--- src/rtl/prirv32_pkg.sv ---
// prirv32_pkg: shared definitions for the prirv32 front end and execute stage.
//   - RV32I opcode and funct3 constants
//   - FSM state encoding of the instruction decode unit
//   - packed class-flag bundle produced by the decoder
//   - immediate format selection helper used by the immediate generator
package prirv32_pkg;

    // Major opcodes (instr[6:0])
    localparam logic [6:0] OPC_LOAD     = 7'b0000011;
    localparam logic [6:0] OPC_STORE    = 7'b0100011;
    localparam logic [6:0] OPC_BRANCH   = 7'b1100011;
    localparam logic [6:0] OPC_OP_IMM   = 7'b0010011;
    localparam logic [6:0] OPC_OP       = 7'b0110011;
    localparam logic [6:0] OPC_MISC_MEM = 7'b0001111;
    localparam logic [6:0] OPC_SYSTEM   = 7'b1110011;
    localparam logic [6:0] OPC_LUI      = 7'b0110111;
    localparam logic [6:0] OPC_AUIPC    = 7'b0010111;
    localparam logic [6:0] OPC_JAL      = 7'b1101111;
    localparam logic [6:0] OPC_JALR     = 7'b1100111;

    // funct3 values (instr[14:12])
    localparam logic [2:0] F3_JALR  = 3'b000;
    localparam logic [2:0] F3_PRIV  = 3'b000;  // ECALL/EBREAK within SYSTEM
    localparam logic [2:0] F3_BEQ   = 3'b000;
    localparam logic [2:0] F3_BNE   = 3'b001;
    localparam logic [2:0] F3_BLT   = 3'b100;
    localparam logic [2:0] F3_BGE   = 3'b101;
    localparam logic [2:0] F3_BLTU  = 3'b110;
    localparam logic [2:0] F3_BGEU  = 3'b111;
    localparam logic [2:0] F3_ADD   = 3'b000;
    localparam logic [2:0] F3_SLL   = 3'b001;
    localparam logic [2:0] F3_SLT   = 3'b010;
    localparam logic [2:0] F3_SLTU  = 3'b011;
    localparam logic [2:0] F3_XOR   = 3'b100;
    localparam logic [2:0] F3_SR    = 3'b101;
    localparam logic [2:0] F3_OR    = 3'b110;
    localparam logic [2:0] F3_AND   = 3'b111;

    // Decode unit sequencing
    typedef enum logic [1:0] {
        ST_FETCH  = 2'd0,
        ST_DECODE = 2'd1,
        ST_ISSUE  = 2'd2
    } idu_state_e;

    // Immediate encodings
    typedef enum logic [2:0] {
        IMM_NONE = 3'd0,
        IMM_I    = 3'd1,
        IMM_S    = 3'd2,
        IMM_B    = 3'd3,
        IMM_U    = 3'd4,
        IMM_J    = 3'd5
    } imm_fmt_e;

    // Instruction class flags, MSB first
    typedef struct packed {
        logic load;
        logic store;
        logic branch;
        logic alu_imm;
        logic alu_reg;
        logic fence;
        logic csr;
        logic illegal;
    } dec_flags_t;

    // Select the immediate layout; encodings without an immediate
    // (R-type, fence, illegal) map to IMM_NONE and yield zero.
    function automatic imm_fmt_e imm_format(input logic [31:0] instr);
        imm_fmt_e fmt;
        fmt = IMM_NONE;
        case (instr[6:0])
            OPC_LOAD, OPC_OP_IMM, OPC_SYSTEM: fmt = IMM_I;
            OPC_JALR: begin
                if (instr[14:12] == F3_JALR) begin
                    fmt = IMM_I;
                end else begin
                    fmt = IMM_NONE;
                end
            end
            OPC_STORE:           fmt = IMM_S;
            OPC_BRANCH:          fmt = IMM_B;
            OPC_LUI, OPC_AUIPC:  fmt = IMM_U;
            OPC_JAL:             fmt = IMM_J;
            default:             fmt = IMM_NONE;
        endcase
        return fmt;
    endfunction

endpackage

--- src/rtl/prirv32_immgen.sv ---
// prirv32_immgen: combinational RV32I immediate generator.
//   instr in  32 : raw instruction word
//   imm   out 32 : sign-extended immediate (zero for formats without one)
import prirv32_pkg::*;

module prirv32_immgen (
    input  logic [31:0] instr,
    output logic [31:0] imm
);

    imm_fmt_e imm_fmt_s;

    // Assemble the immediate bits for the selected format
    always_comb begin
        imm_fmt_s = imm_format(instr);
        imm       = 32'h0000_0000;
        case (imm_fmt_s)
            IMM_I: imm = {{20{instr[31]}}, instr[31:20]};
            IMM_S: imm = {{20{instr[31]}}, instr[31:25], instr[11:7]};
            IMM_B: imm = {{19{instr[31]}}, instr[31], instr[7], instr[30:25],
                          instr[11:8], 1'b0};
            IMM_U: imm = {instr[31:12], 12'h000};
            IMM_J: imm = {{11{instr[31]}}, instr[31], instr[19:12], instr[20],
                          instr[30:21], 1'b0};
            default: imm = 32'h0000_0000;
        endcase
    end

endmodule

--- src/rtl/prirv32_idu.sv ---
// prirv32_idu: instruction fetch/decode unit, FETCH -> DECODE -> ISSUE.
//   clk_in, rst_n                : clock, asynchronous active-low reset
//   mem_valid/mem_addr           : fetch request and word address (held while pending)
//   mem_ready/mem_rdata          : fetch completion and instruction word
//   redirect_valid/redirect_pc   : flush and restart fetch at redirect_pc (bits [1:0] dropped)
//   rs1_addr/rs2_addr            : register-file read indices taken from the fetched word
//   rf_rdata1/rf_rdata2          : combinational register-file read data
//   dec_valid/exu_ready          : issue handshake towards execute
//   pc_decoded ... rd_decoded    : decoded bundle, held stable while dec_valid=1
//   is_* / illegal_instr         : instruction class flags
import prirv32_pkg::*;

module prirv32_idu #(
    parameter logic [31:0] RESET_PC = 32'h0000_0000
) (
    input  logic        clk_in,
    input  logic        rst_n,
    output logic        mem_valid,
    output logic [31:0] mem_addr,
    input  logic        mem_ready,
    input  logic [31:0] mem_rdata,
    input  logic        redirect_valid,
    input  logic [31:0] redirect_pc,
    output logic [4:0]  rs1_addr,
    output logic [4:0]  rs2_addr,
    input  logic [31:0] rf_rdata1,
    input  logic [31:0] rf_rdata2,
    output logic        dec_valid,
    input  logic        exu_ready,
    output logic [31:0] pc_decoded,
    output logic [31:0] datafetch_latched,
    output logic [31:0] imm_decoded,
    output logic [31:0] rs1_decoded,
    output logic [31:0] rs2_decoded,
    output logic [4:0]  rd_decoded,
    output logic        is_lb_lh_lw_lbu_lhu,
    output logic        is_sb_sh_sw,
    output logic        is_beq_bne_blt_bge_bltu_bgeu,
    output logic        is_alu_reg_imm,
    output logic        is_alu_reg_reg,
    output logic        is_fence_fencei,
    output logic        is_csr_access,
    output logic        illegal_instr
);

    idu_state_e  state_r;
    logic [31:0] pc_r;
    logic        mem_valid_r;
    logic [31:0] instr_r;
    logic        dec_valid_r;
    logic [31:0] pc_dec_r;
    logic [31:0] imm_r;
    logic [31:0] rs1_r;
    logic [31:0] rs2_r;
    logic [4:0]  rd_r;
    dec_flags_t  flags_r;

    logic [31:0] imm_s;
    dec_flags_t  flags_s;
    logic [4:0]  rd_s;
    logic [31:0] rs1_val_s;
    logic [31:0] rs2_val_s;
    logic [6:0]  opcode_s;
    logic [2:0]  funct3_s;

    prirv32_immgen u_immgen (
        .instr (instr_r),
        .imm   (imm_s)
    );

    // Register indices come straight from the latched word so the register
    // file answers within the DECODE cycle.
    assign rs1_addr = instr_r[19:15];
    assign rs2_addr = instr_r[24:20];

    // Classify the latched instruction and pick the destination register
    always_comb begin
        opcode_s = instr_r[6:0];
        funct3_s = instr_r[14:12];
        flags_s  = '0;
        rd_s     = instr_r[11:7];
        case (opcode_s)
            OPC_LOAD:     flags_s.load    = 1'b1;
            OPC_STORE: begin
                flags_s.store = 1'b1;
                rd_s          = 5'd0;
            end
            OPC_BRANCH: begin
                flags_s.branch = 1'b1;
                rd_s           = 5'd0;
            end
            OPC_OP_IMM:   flags_s.alu_imm = 1'b1;
            OPC_OP:       flags_s.alu_reg = 1'b1;
            OPC_MISC_MEM: flags_s.fence   = 1'b1;
            OPC_SYSTEM: begin
                // funct3 == 0 is ECALL/EBREAK: legal but carries no class
                if (funct3_s != F3_PRIV) begin
                    flags_s.csr = 1'b1;
                end else begin
                    flags_s.csr = 1'b0;
                end
            end
            OPC_LUI, OPC_AUIPC, OPC_JAL: flags_s = '0;
            OPC_JALR: begin
                if (funct3_s != F3_JALR) begin
                    flags_s.illegal = 1'b1;
                end else begin
                    flags_s.illegal = 1'b0;
                end
            end
            default:      flags_s.illegal = 1'b1;
        endcase
    end

    // x0 always reads as zero regardless of what the register file returns
    always_comb begin
        if (rs1_addr == 5'd0) begin
            rs1_val_s = 32'h0000_0000;
        end else begin
            rs1_val_s = rf_rdata1;
        end
        if (rs2_addr == 5'd0) begin
            rs2_val_s = 32'h0000_0000;
        end else begin
            rs2_val_s = rf_rdata2;
        end
    end

    // Fetch/decode/issue sequencer; a redirect overrides every state and
    // discards any coinciding fetch completion or issue acceptance.
    always_ff @(posedge clk_in or negedge rst_n) begin
        if (!rst_n) begin
            state_r     <= ST_FETCH;
            pc_r        <= RESET_PC;
            mem_valid_r <= 1'b0;
            instr_r     <= 32'h0000_0000;
            dec_valid_r <= 1'b0;
            pc_dec_r    <= 32'h0000_0000;
            imm_r       <= 32'h0000_0000;
            rs1_r       <= 32'h0000_0000;
            rs2_r       <= 32'h0000_0000;
            rd_r        <= 5'd0;
            flags_r     <= '0;
        end else if (redirect_valid) begin
            state_r     <= ST_FETCH;
            pc_r        <= redirect_pc & 32'hFFFF_FFFC;
            mem_valid_r <= 1'b1;
            dec_valid_r <= 1'b0;
        end else begin
            case (state_r)
                ST_FETCH: begin
                    // mem_valid_r is low only in the first cycle out of reset
                    if (mem_valid_r && mem_ready) begin
                        instr_r     <= mem_rdata;
                        mem_valid_r <= 1'b0;
                        state_r     <= ST_DECODE;
                    end else begin
                        mem_valid_r <= 1'b1;
                    end
                end
                ST_DECODE: begin
                    pc_dec_r    <= pc_r;
                    imm_r       <= imm_s;
                    rs1_r       <= rs1_val_s;
                    rs2_r       <= rs2_val_s;
                    rd_r        <= rd_s;
                    flags_r     <= flags_s;
                    dec_valid_r <= 1'b1;
                    state_r     <= ST_ISSUE;
                end
                ST_ISSUE: begin
                    if (exu_ready) begin
                        dec_valid_r <= 1'b0;
                        pc_r        <= pc_r + 32'd4;
                        mem_valid_r <= 1'b1;
                        state_r     <= ST_FETCH;
                    end else begin
                        dec_valid_r <= 1'b1;
                    end
                end
                default: begin
                    state_r     <= ST_FETCH;
                    mem_valid_r <= 1'b0;
                    dec_valid_r <= 1'b0;
                end
            endcase
        end
    end

    assign mem_valid         = mem_valid_r;
    assign mem_addr          = pc_r;
    assign dec_valid         = dec_valid_r;
    assign pc_decoded        = pc_dec_r;
    assign datafetch_latched = instr_r;
    assign imm_decoded       = imm_r;
    assign rs1_decoded       = rs1_r;
    assign rs2_decoded       = rs2_r;
    assign rd_decoded        = rd_r;

    assign is_lb_lh_lw_lbu_lhu          = flags_r.load;
    assign is_sb_sh_sw                  = flags_r.store;
    assign is_beq_bne_blt_bge_bltu_bgeu = flags_r.branch;
    assign is_alu_reg_imm               = flags_r.alu_imm;
    assign is_alu_reg_reg               = flags_r.alu_reg;
    assign is_fence_fencei              = flags_r.fence;
    assign is_csr_access                = flags_r.csr;
    assign illegal_instr                = flags_r.illegal;

endmodule

--- config.mk ---
export PLATFORM = sky130hd
export DESIGN_NAME = prirv32_idu
export DESIGN_NICKNAME = d
export VERILOG_FILES = /design/src/rtl/prirv32_pkg.sv /design/src/rtl/prirv32_immgen.sv /design/src/rtl/prirv32_idu.sv
export SDC_FILE = /design/constraint.sdc
export NUM_CORES = 1
export LEC_CHECK = 0
export BUFFER_PORTS_ARGS = -buffer_cell sky130_fd_sc_hd__buf_2
export CELL_PAD_IN_SITES_DETAIL_PLACEMENT = 1
export CELL_PAD_IN_SITES_GLOBAL_PLACEMENT = 1
export CORE_ASPECT_RATIO = 1.75
export CORE_MARGIN = 8
export CORE_UTILIZATION = 38
export CTS_BUF_LIST = sky130_fd_sc_hd__clkbuf_8
export CTS_CLUSTER_DIAMETER = 40
export CTS_CLUSTER_SIZE = 12
export DETAILED_ROUTE_END_ITERATION = 10
export MAX_ROUTING_LAYER = met4
export PLACE_DENSITY_LB_ADDON = 0.1
export SYNTH_ARGS = -nofsm -noshare
export SYNTH_HDL_FRONTEND = slang
export SYNTH_SLANG_ARGS = --single-unit
--- constraint.sdc ---
create_clock -name clk_in -period 2.62 [get_ports clk_in]
set_input_delay 0.786 -clock clk_in [delete_from_list [all_inputs] [get_ports clk_in]]
set_output_delay 0.786 -clock clk_in [all_outputs]
set_load 0.1 [all_outputs]
# ---- After elaboration in Yosys (flattened, before gate mapping)
# Index checks and enable logic that the tools add are counted.
dict set report totals {
  ff_bits 209
  out_inout_bits 217
  in_bits 133
  wordCells 88
}
dict set report classes {
  n_reduce_logical 17
  bitwise 1
  mux 29
  eq_ne 22
  addsub 1
}
# cell n
set ops {}
lappend ops {{2-to-1 mux 32 bit} 5}
lappend ops {{case mux 32 bit (5 select lines)} 1}
lappend ops {{adder 32 x 3 -> 32 bit, second input constant} 1}
lappend ops {{== test 7 bit, second input constant} 4}
lappend ops {{== test 7 x 6 -> 1 bit, second input constant} 3}
lappend ops {{case mux 3 bit (6 select lines)} 1}
lappend ops {{== test 7 x 5 -> 1 bit, second input constant} 2}
lappend ops {{2-to-1 mux 1 bit} 14}
lappend ops {{zero test 5 bit} 2}
lappend ops {{OR reduction 10 bit} 1}
lappend ops {{AND reduction 2 bit} 4}
lappend ops {{== test 7 x 2 -> 1 bit, second input constant} 1}
lappend ops {{== test 7 x 4 -> 1 bit, second input constant} 1}
lappend ops {{== test 3 x 2 -> 1 bit, second input constant} 2}
lappend ops {{== test 3 bit, second input constant} 2}
lappend ops {{2-to-1 mux 2 bit} 3}
lappend ops {{inequality test 3 bit, second input constant} 2}
lappend ops {{case mux 1 bit (3 select lines)} 2}
lappend ops {{case mux 2 bit (3 select lines)} 1}
lappend ops {{2-to-1 mux 5 bit} 1}
lappend ops {{inequality test 2 bit, second input constant} 2}
lappend ops {{nonzero test 2 bit} 2}
lappend ops {{OR reduction 2 bit} 2}
lappend ops {{== test 3 x 1 -> 1 bit, second input constant} 1}
lappend ops {{10 further kinds} 10}

# ---- Longest topological paths before layout
dict set report logic_depth {
  word_depth 5
  ltp_mapped 11
  depth_no_buf 8
}

# ---- Cells and area by module
# From an unflattened synthesis, not the netlist that was laid out.
dict set report hier_totals {
  hier_cells 889
  hier_area_um2 9178.8
}
# mod cells_each seq_area_each_um2 instances area_each_um2
set modules_own_cells {}
lappend modules_own_cells {prirv32_idu 782 5129.9 1 8490.6}
lappend modules_own_cells {prirv32_immgen 107 0.0 1 688.2}

# ---- Worst setup path before layout
# No wires, ideal clock.
dict set report synth_path {
  path_kind {flip-flop to flip-flop}
  from {register instr_r[2], in the netlist datafetch_latched[2]}
  to {register imm_r[20], in the netlist imm_decoded[20]}
  path_stages_with_launch 12
  t_arrival_ps 2930
  setup_ps 127
  period_less_slack_ps 3057
  setup_slack_ps -437
  n_path_buf 3
  required_ps 2493
  path_cell_list {dfrtp_1 -> buf_2 -> nor4b_1 -> and2b_1 -> inv_1 -> clkbuf_1 -> ha_1 -> o21ai_0 -> nand2_1 -> nor4_2 -> buf_4 -> a221o_1}
}
dict set report synth_via {
  elab_chain_cells 5
  elab_cells_between_ends 18
  cone_classes {eq/ne (14); mux (2); reduce/logical (2)}
}
# item line_no
set synth_rtl {}
lappend synth_rtl {{start, declared} prirv32_idu.sv:49} ;# logic [31:0] instr_r;
lappend synth_rtl {{start signal, assigned} prirv32_idu.sv:154} ;# instr_r <= mem_rdata;
lappend synth_rtl {{== test 7 x 2 -> 1 bit, or another cell as far along} prirv32_pkg.sv:73} ;# case (instr[6:0])
lappend synth_rtl {{OR reduction 3 bit or OR reduction 2 bit (tied branches)} prirv32_pkg.sv:73}
lappend synth_rtl {{case mux 3 bit (6 select lines) *} prirv32_pkg.sv:73}
lappend synth_rtl {{== test 3 bit, or another cell as far along} prirv32_immgen.sv:17} ;# case (imm_fmt_s)
lappend synth_rtl {{case mux 32 bit (5 select lines) *} prirv32_immgen.sv:17}
lappend synth_rtl {{end signal, assigned} prirv32_idu.sv:163} ;# imm_r <= imm_s;
lappend synth_rtl {{end, declared} prirv32_idu.sv:52} ;# logic [31:0] imm_r;
# Every way passes the cells marked *; elsewhere a longest branch is shown, timed or not.
# A chain may end at the register's enable or synchronous reset.

# ---- Worst setup path in the final report
dict set report layout_path {
  from {register instr_r[3], in the netlist datafetch_latched[3]}
  to {register imm_r[15], in the netlist imm_decoded[15]}
}
# Same word-level chain as after synthesis.

==> metrics <==
Final Hold Violating Endpoints 0; post-DP HPWL 23800 um; Crit Path Class flop to flop; core footprint 22700 sq um; FF+latch count, synth 205; port buffer count 343; Num CTS Buffers 24; post-CTS setup buffers 0; DR pass1 iterations 5; Initial Util 38.5%; crit path time final 2.38 ns; synth warn 0; I/O pin count 350; Hold-fix buffers, CTS 0; Req. time, crit path 3.09 ns; Clock Skews 0.0147 ns; std cell rows 73; CTS Buffer Depth 3; RSZ-0062 raised after global routing no; crit path max fanout 8; Post-route DRC 0; worst min path class input pin to asynchronous set/reset pin; worst rel slew slack 63.6%; arrival time worst endpoint 2.85 ns; aggregate global routing overflow 0; Startpoint Class flop; maximum clock rate 420 MHz; CTS tree done; crit path capture type flop; CTS H-tree depth 1; Die Ht 216 um; die width 130 um; antenna violations before repair 4; setup_tns 0 ns; Die ar. 28200 sq um; Nets 1240; share of the synthesized area in the top cell type 58.8%; Unique masters post-synth 62; FFs w/ async S/R, synth 100%; Synth area leaders dfrtp_1 (59%), a22o_1 (7.7%), nand2_1 (6.6%), mux2_2 (4.4%), o21ai_0 (2.5%); final core utilization 50.1%; Total GRT Usage 22.3%; register area share after synthesis 58.8%; fin crit share 90.9%; Sink Count 205; largest net degree at the start of global routing 58; first-pass GRT wire length 47300 um; area grow syn2layout 30.2%; max-slew violations 0; layout cells sized above 1 42.2%; MaxCap Viol Count 0; Top FF cell, synth dfrtp_1; WL final 31000 um; clk_lat worst skew 0.54 ns; post-synthesis cell area 8720 sq um; Routed wire per std cell 21.9 um; Via density 5.20; clk slew on worst S/H paths 0.08 ns; Mapped Cells 764; vias in the first global route 8009; Synth area leader dfrtp_1; clk root buf clkbuf_8; post_cts resized 0; Via Count 7361; EDFF count, synth 0; outcome complete, no violations; Final Wtd Congestion 0.792; Setup violations, final 0; Slew @ Worst Pin 0.549 ns; 1st-iter DRT viols 324; Syn Area/Cell 11.4 sq um; Final ANT Viol Nets 0
-- per-stage QoR --
step,setup WS (ns),hold WS (ns),cell area (sq um),std cells
global placement,0.239,0.455,10800,1375
floorplan,0.00708,0.490,8760,767
global route,0.0395,0.186,11300,1416
detailed placement,0.232,0.457,10800,1375
CTS,0.197,0.172,11300,1412
finish,0.239,0.193,11300,1416
-- critical path: stages, from the launching register on --
cell     delay [ns]
dfrtp_2        0.42
or3b_1         0.40
a21oi_2        0.20
inv_2          0.11
ha_4           0.18
o21ai_0        0.12
nand2_2        0.18
nor4_4         0.52
a221o_1        0.19
-- area by class of cell --
cell class / instances / area, sq um
clock inverter: 12 / 170
fill: 2594 / 11300
inverter: 10 / 37.5
tap: 300 / 375
antenna: 4 / 10.0
timing repair buffer: 371 / 1990
multi-input combinational: 489 / 3290
sequential: 205 / 5140
clock buffer: 25 / 344
-- worst paths after layout --
check	from	to	slack [ns]	cells past startpoint
hold / removal	rst_n	datafetch_latched[10]	0.19	1
max in group asynchronous	rst_n	rs2_decoded[11]	1.75	2
setup / recovery	datafetch_latched[3]	imm_decoded[15]	0.24	8
setup reg to reg	datafetch_latched[3]	imm_decoded[15]	0.24	8
min in group clk_in	redirect_pc[14]	mem_addr[14]	0.45	3
hold reg to reg	pc_decoded[16]	pc_decoded[16]	0.48	2
-- synthesized netlist by cell type, drive strengths merged (5+ instances only) --
cell type	number
nand3	14
clkbuf	38
nor2	16
o21ai	45
a221o	19
buf	25
inv	10
nor3	14
xor2	14
mux2	34
and4	5
dfrtp	205
ha	6
nor4	5
nand2	154
a21oi	8
a22o	77
xnor2	15
nand4	8
-- placed cells by master (no fill, tap or decap), drive strengths merged, types with 3 or more instances in the layout --
cell type | synthesis | routed
nand2 | 154 | 154
nand4b | 4 | 4
a21oi | 8 | 8
bufinv | 0 | 4
xor2 | 14 | 14
and3 | 4 | 4
and2 | 3 | 3
mux2i | 3 | 3
nor2 | 16 | 16
clkbuf | 38 | 26
conb | 1 | 4
mux2 | 34 | 34
a22o | 77 | 77
diode | 0 | 4
o32ai | 3 | 3
xnor2 | 15 | 15
nor2b | 3 | 3
nor4 | 5 | 5
dfrtp | 205 | 205
nand2b | 3 | 3
inv | 10 | 15
nand3 | 14 | 14
buf | 25 | 370
nor3 | 14 | 14
and4 | 5 | 5
o21ai | 45 | 45
a221o | 19 | 19
nand4 | 8 | 8
ha | 6 | 6
-- metal layers --
metal / GRT usage (%) / wire length, um / vias up
met5: - / 0 / -
met4: 7.73 / 894 / 0
met3: 3.91 / 1770 / 46
met2: 39.8 / 17100 / 224
met1: 24.0 / 11300 / 3724
li1: - / - / 3367
-- logic make-up after synthesis --
group,Yosys count,synth area share [%]
flip-flops,205,58.8
adder cells (fa/ha/maj),6,0.861
XOR/XNOR,29,2.91
AO/OA/AOI/OAI,170,15.4
other,1,0.0430
buffers and inverters,73,4.02
AND/OR/NAND/NOR,243,13.2
multiplexers,37,4.74
Power is left out: the tool's default activity adds up to more than one toggle a clock period on the data nets, which glitch-free logic cannot reach.
